--- src/rtl/serial_subtractor.sv ---
// Bit-serial subtractor: computes a - b one bit per clock, LSB first, through a
// single full-subtractor cell with a registered borrow. Start/done handshake.
module serial_subtractor #(
  parameter int WIDTH = 8
) (
  input  logic             clk,
  input  logic             reset_n,
  input  logic             start,
  input  logic [WIDTH-1:0] a,
  input  logic [WIDTH-1:0] b,
  output logic             ready,
  output logic             busy,
  output logic             done,
  output logic [WIDTH-1:0] diff,
  output logic             borrow,
  output logic [1:0]       fsm_state
);

  typedef enum logic [1:0] {
    IDLE = 2'd0,
    RUN  = 2'd1,
    DONE = 2'd2
  } state_t;

  localparam int CW = $clog2(WIDTH) + 1;
  localparam logic [CW-1:0] LAST = CW'(WIDTH - 1);

  state_t           state;
  logic [WIDTH-1:0] a_sh;
  logic [WIDTH-1:0] b_sh;
  logic [WIDTH-1:0] res;
  logic             bflop;
  logic [CW-1:0]    cnt;
  logic             d;
  logic             bout;

  // Full-subtractor cell on the current LSBs.
  always_comb begin
    d    = a_sh[0] ^ b_sh[0] ^ bflop;
    bout = (~a_sh[0] & b_sh[0]) | (~(a_sh[0] ^ b_sh[0]) & bflop);
  end

  assign fsm_state = state;

  always_ff @(posedge clk or negedge reset_n) begin
    if (!reset_n) begin
      state  <= IDLE;
      ready  <= 1'b1;
      busy   <= 1'b0;
      done   <= 1'b0;
      diff   <= '0;
      borrow <= 1'b0;
      a_sh   <= '0;
      b_sh   <= '0;
      res    <= '0;
      bflop  <= 1'b0;
      cnt    <= '0;
    end else begin
      done <= 1'b0;
      case (state)
        IDLE, DONE: begin
          if (start) begin
            a_sh  <= a;
            b_sh  <= b;
            bflop <= 1'b0;
            cnt   <= '0;
            state <= RUN;
            ready <= 1'b0;
            busy  <= 1'b1;
          end else begin
            state <= IDLE;
            ready <= 1'b1;
            busy  <= 1'b0;
          end
        end
        RUN: begin
          a_sh  <= {1'b0, a_sh[WIDTH-1:1]};
          b_sh  <= {1'b0, b_sh[WIDTH-1:1]};
          res   <= {d, res[WIDTH-1:1]};
          bflop <= bout;
          cnt   <= cnt + 1'b1;
          // The last bit goes straight into diff so the result is valid with done.
          if (cnt == LAST) begin
            state  <= DONE;
            done   <= 1'b1;
            ready  <= 1'b1;
            busy   <= 1'b0;
            diff   <= {d, res[WIDTH-1:1]};
            borrow <= bout;
          end
        end
        default: begin
          state <= IDLE;
          ready <= 1'b1;
          busy  <= 1'b0;
        end
      endcase
    end
  end

endmodule

--- config.mk ---
export PLATFORM = sky130hd
export DESIGN_NAME = serial_subtractor
export DESIGN_NICKNAME = d
export VERILOG_FILES = /design/src/rtl/serial_subtractor.sv
export SDC_FILE = /design/constraint.sdc
export NUM_CORES = 1
export LEC_CHECK = 0
export CORE_AREA = 2 2 63 65
export DETAILED_ROUTE_END_ITERATION = 7
export DIE_AREA = 0 0 65 67
export MAX_ROUTING_LAYER = met4
export PLACE_DENSITY = 0.74
export SETUP_SLACK_MARGIN = 0.15
export SLEW_MARGIN = 0
export SYNTH_ARGS = -nofsm -noshare
export SYNTH_HDL_FRONTEND = slang
export SYNTH_SLANG_ARGS = --single-unit
--- constraint.sdc ---
create_clock -name clk -period 1.48 [get_ports clk]
set_input_delay 0.296 -clock clk [delete_from_list [all_inputs] [get_ports clk]]
set_output_delay 0.296 -clock clk [all_outputs]
set_load 0.1 [all_outputs]
==> out/results.tsv, run 1 <==
metric	value	unit
clock buffer depth	2	
area post-placement	2400	um^2
first-pass GRT wire length	6310	um
share of cells above drive strength 1	34.8	%
peak supply drop	1600	uV
wire length per cell	14.4	um
worst min path class	reg2reg	
leakage	1.23	nW
final cell count without fillers	249	
sw frac	44.8	%
Via Count	1303	
Critical Path Fanout Max	3	
RSZ-0062 raised after global routing	yes	
initial antenna violation count	0	
skew final	4.41	ps
Worst setup SP type	flip-flop	
total core area	3610	um^2
Worst Path Required	1180	ps
placed insts	232	
CTS root buf	clkbuf_8	
die area	4360	um^2
post-synth cell types	28	
final period utilization	98.2	%
most frequent cells in the layout	38 x dfrtp_1, 37 x nand2_1, 17 x clkdlybuf4s50_1	
vias per cell	5.23	
Finish-stage setup viols	0	
post-route cell area	2590	um^2
drt initial violations	59	
Place WS	-88.7	ps
Die X	65	um
Num Clock Sinks	41	
Starting Density	48.6	%
GRT Resource Usage Total	19.9	%
status	complete, no violations	
crit path DAT	1160	ps
vias in the first global route	1375	
FP Rows	22	
slew margin rel.	81.5	%
crit end category	output pin	
clk_lat worst skew	280	ps
TritonCTS clock tree	built	
ANT cells	0	
Pwr Total	0.00657	W
gpl congestion	0.772	
Antenna Nets Post-Route	0	
Mapped Avg Cell Area	11.6	um^2
Max Slew Vio Count	0	
most common cell after layout, fill and taps aside	dfrtp_1	
final period demand of the worst path	1450	ps
post-synthesis sequential area ratio	58.6	%
clk slew on worst S/H paths	70	ps
area grow syn2layout	47.7	%
grt total ovfl	0	
Yosys Warn Count	0	
slew of the pin with the lowest slew margin	277	ps
CTS Buf Count	5	
largest net degree at the start of global routing	42	
Pre-Repair DR Iteration Count	5	
Post-synth ARST share	100	%
IO Port Bufs	32	
CTS HTree Levels	2	
P_int	0.00363	W
IO Pins	33	
DRC Markers	0	
Crit Path Category	reg2out	
register bit count reported by yosys	41	
Post-synth EDFFs	0	
final worst setup slack	26.5	ps
Gate Count Post-Synth	151	
die height	67	um
Layout Utilization	71.8	%
Max-Cap Viols	0	
clock power share	10.4	%
Cell Pwr Density	2540	nW/um^2
Routed WL	3600	um
Net Switching	0.00294	W
Final nets	221	
final hold violation count	0	
Comb power frac	58.4	%
HPWL after detailed placement	2530	um
part of the power in registers	31.2	%
Fmax	688	MHz
cell area after synthesis	1750	um^2
Synth Flop Type	dfrtp_1	
Mapped Nets	172	
[flip-flops by register name, summed over array words and instances (netlist names)]
| name | flops |
|---|---|
| a_sh | 8 |
| b_sh | 8 |
| bflop | 1 |
| borrow | 1 |
| cnt | 4 |
| diff | 8 |
| done | 1 |
| fsm_state | 2 |
| ready | 1 |
| res | 7 |
[area by class of cell]
class / count / area [um^2]
sequential: 41 / 1030
fill: 252 / 1020
multi-input combinational: 98 / 754
timing repair buffer: 52 / 652
clock buffer: 8 / 80.1
tap: 48 / 60.1
inverter: 2 / 7.51
[cell usage after synthesis (all sizes together), types with 2 or more instances]
cell type	n	area (um^2)
dfrtp	40	1000
nand2	37	139
a22oi	13	97.6
nand3	13	65.1
buf	10	63.8
mux2	8	120
a22o	4	35.0
nor2	4	31.3
nor2b	3	18.8
inv	2	7.51
mux2i	2	20.0
nand2b	2	12.5
[what timing repair did]
item / in CTS / in global routing
hold endpoints to repair: 40 / 0
resized for setup: 7 / 1
cloned: 1 / 0
pin swaps: 3 / 2
hold buffers: 1 / 0
buffers inserted: 4 / 3
endpoints found under the setup margin: 29 / 30
[cell families after synthesis]
group,count (synthesis),share of synthesized area [%]
adders and majority gates,2,1.86
AOI/OAI and AO/OA,22,9.78
DFF,41,58.6
buffers and inverters,13,4.28
xor gates and xnor gates,1,0.500
muxes,10,7.99
and+or+nand+nor,62,17.0
[metrics by stage]
step / setup TNS [ps] / hold slack [ps]
2_1_floorplan: -453 / 0.409
3_3_place_gp: -587 / 281
3_5_place_dp: -1020 / 284
4_1_cts: 0 / 506
5_1_grt: -16.1 / 525
6_report: 0 / 502
[power by group through the flow]
| stage | Combinational [W] | Sequential (W) | Clock [W] |
|---|---|---|---|
| 4_1_cts | 0.00380 | 0.00205 | 0.000702 |
| 6_report | 0.00384 | 0.00205 | 0.000682 |
| 5_1_grt | 0.00409 | 0.00212 | 0.000755 |
| 3_5_place_dp | 0.00362 | 0.00207 | 0 |
| 2_1_floorplan | 0.00155 | 0.00296 | 0 |
| 3_3_place_gp | 0.00353 | 0.00203 | 0 |
[worst paths after layout]
path	depth (start not counted)	slack, ps	endpoint	from
setup reg to reg	3	130	diff[0]	fsm_state[1]
min in group asynchronous	3	510	fsm_state[0]	reset_n
setup / recovery	3	30	busy	fsm_state[0]
hold / removal	2	500	res[7]	res[7]
hold reg to reg	2	500	res[7]	res[7]
max in group asynchronous	3	720	ready	reset_n
[worst max-delay path: stages (launching register included)]
cell     delay, ps
dfrtp_4        490
buf_6          130
buf_6          110
buf_12         150
[layer usage]
layer / up-vias / share of wire (%) / global-route usage, %
li1: 616 / - / -
met1: 637 / 42 / 21.9
met2: 48 / 53 / 34.8
met3: 2 / 5.0 / 4.90
met4: 0 / 0.64 / 7.98
met5: - / 0 / -
No activity file was read; power rests on OpenSTA's default activity.
==> inputs of run 2 (changes only) <==
--- a/config.mk
+++ b/config.mk
@@ -6,6 +6,7 @@
 export NUM_CORES = 1
 export LEC_CHECK = 0
 export CORE_AREA = 2 2 63 65
+export CTS_BUF_LIST = sky130_fd_sc_hd__clkbuf_8
 export DETAILED_ROUTE_END_ITERATION = 7
 export DIE_AREA = 0 0 65 67
 export MAX_ROUTING_LAYER = met4
==> out/results.tsv, run 2 (same netlist as run 1, synthesis figures left out) <==
metric	value	unit	change
R2R depth	3		unchanged
FP Rows	22		unchanged
Cell Pwr Density	2530	nW/um^2	-0.27%
slew of the pin with the lowest slew margin	273	ps	-4.32 ps
Num Clock Sinks	41		unchanged
final period utilization	98.2	%	about the same
most common cell after layout, fill and taps aside	dfrtp_1		
wire length per cell	14.5	um	+0.17%
Die X	65	um	unchanged
GRT Resource Usage Total	19.9	%	unchanged
Pre-Repair DR Iteration Count	4		-1
DRC Markers	0		unchanged
fillers	252		unchanged
Fmax	688	MHz	about the same
IO Port Bufs	32		unchanged
Worst Path Required	1180	ps	about the same
skew final	4.93	ps	+0.519 ps
vias in the first global route	1375		unchanged
clock buffer depth	2		unchanged
Regs by FF count	a_sh x8, b_sh x8, diff x8		
vias per cell	5.20		-0.61%
Starting Density	48.6	%	unchanged
first-pass GRT wire length	6310	um	unchanged
clk slew on worst S/H paths	70	ps	about the same
total core area	3610	um^2	unchanged
HPWL after detailed placement	2530	um	unchanged
post-route cell area	2590	um^2	unchanged
drt initial violations	57		-3.4%
area grow syn2layout	47.7	%	unchanged
Hold Path Cell Cnt	2		unchanged
Max-Cap Viols	0		unchanged
ANT cells	0		unchanged
final worst setup slack	26.1	ps	-0.468 ps
grt total ovfl	0		unchanged
RSZ-0062 raised after global routing	yes		
TritonCTS clock tree	built		
share of cells above drive strength 1	34.8	%	unchanged
Finish-stage setup viols	0		unchanged
IO Pins	33		unchanged
Worst setup SP type	flip-flop		
register area	1030	um^2	unchanged
final period demand of the worst path	1450	ps	+0.468 ps
gpl congestion	0.772		unchanged
initial antenna violation count	0		unchanged
die area	4360	um^2	unchanged
leakage	1.24	nW	+1.0%
final hold violation count	0		unchanged
status	complete, no violations		
Routed WL	3600	um	+0.17%
Final nets	221		unchanged
Max Slew Vio Count	0		unchanged
CTS Buf Count	5		unchanged
Layout Utilization	71.8	%	unchanged
worst min path class	reg2reg		
Place WS	-88.7	ps	unchanged
CTS HTree Levels	2		unchanged
Antenna Nets Post-Route	0		unchanged
die height	67	um	unchanged
Crit Path Category	reg2out		
setup_tns	0	ps	unchanged
slew margin rel.	81.7	%	+0.29 points
area of the multi-input gates	754	um^2	unchanged
crit end category	output pin		
Critical Path Fanout Max	3		unchanged
Via Count	1295		-0.61%
area post-placement	2400	um^2	unchanged
peak supply drop	1600	uV	about the same
clk_lat worst skew	290	ps	about the same
largest net degree at the start of global routing	42		unchanged
most frequent cells in the layout	38 x dfrtp_1, 37 x nand2_1, 17 x clkdlybuf4s50_1		
CTS root buf	clkbuf_8		
crit path DAT	1160	ps	about the same
## run 2: cell count changes in the layout (fill, tap and decap cells not counted)
cell / before / now
inv_1: 2 / 5
clkbuf_1: 3 / 0
## run 2: routing by layer
layer	vias up	routed length, um	global-route usage [%]
li1	615	-	-
met1	640	1510	21.9
met2	38	1900	34.8
met3	2	168	4.90
met4	0	23	7.98
met5	-	0	-
## run 2: what timing repair did
item | CTS | global route
gates cloned | 1 | 0
endpoints found under the setup margin | 29 | 30
pin swaps | 3 | 2
hold buffers | 1 | 0
endpoints found under the hold margin | 40 | 0
buffers inserted | 4 | 3
gates resized for setup | 7 | 1
## run 2: power breakdown
part	internal [W]	switching [W]	leakage, nW
Sequential	0.00164	0.000415	0.516
Clock	0.000314	0.000352	0.0519
Combinational	0.00165	0.00218	0.671
Total	0.00360	0.00295	1.24
## run 2: final cells by class
cell class / count / area share [%]
clock buffer: 5 / 2.66
sequential: 41 / 40.0
clock inverter: 3 / 0.435
timing repair buffer: 52 / 25.2
tap: 48 / 2.32
multi-input combinational: 98 / 29.1
inverter: 2 / 0.290
## run 2: worst paths after layout
path                              start  endpoint  slack [ps]
max in group asynchronous       reset_n     ready         720
setup reg to reg           fsm_state[1]   diff[0]         130
hold / removal                   res[2]    res[1]         500
setup / recovery           fsm_state[0]      busy          30
min in group asynchronous       reset_n    cnt[3]         510
hold reg to reg                  res[2]    res[1]         500
## run 2: per-stage QoR
stage          std cells  hold slack [ps]  total power [W]
2_1_floorplan        151            0.409          0.00452
3_3_place_gp         232              281          0.00557
3_5_place_dp         232              284          0.00570
4_1_cts              246              506          0.00654
5_1_grt              249              525          0.00695
6_report             249              500          0.00655
## run 2: worst max-delay path, stage by stage, from the launching register on
cell,delay [ps]
dfrtp_4,490
buf_6,130
buf_6,110
buf_12,150
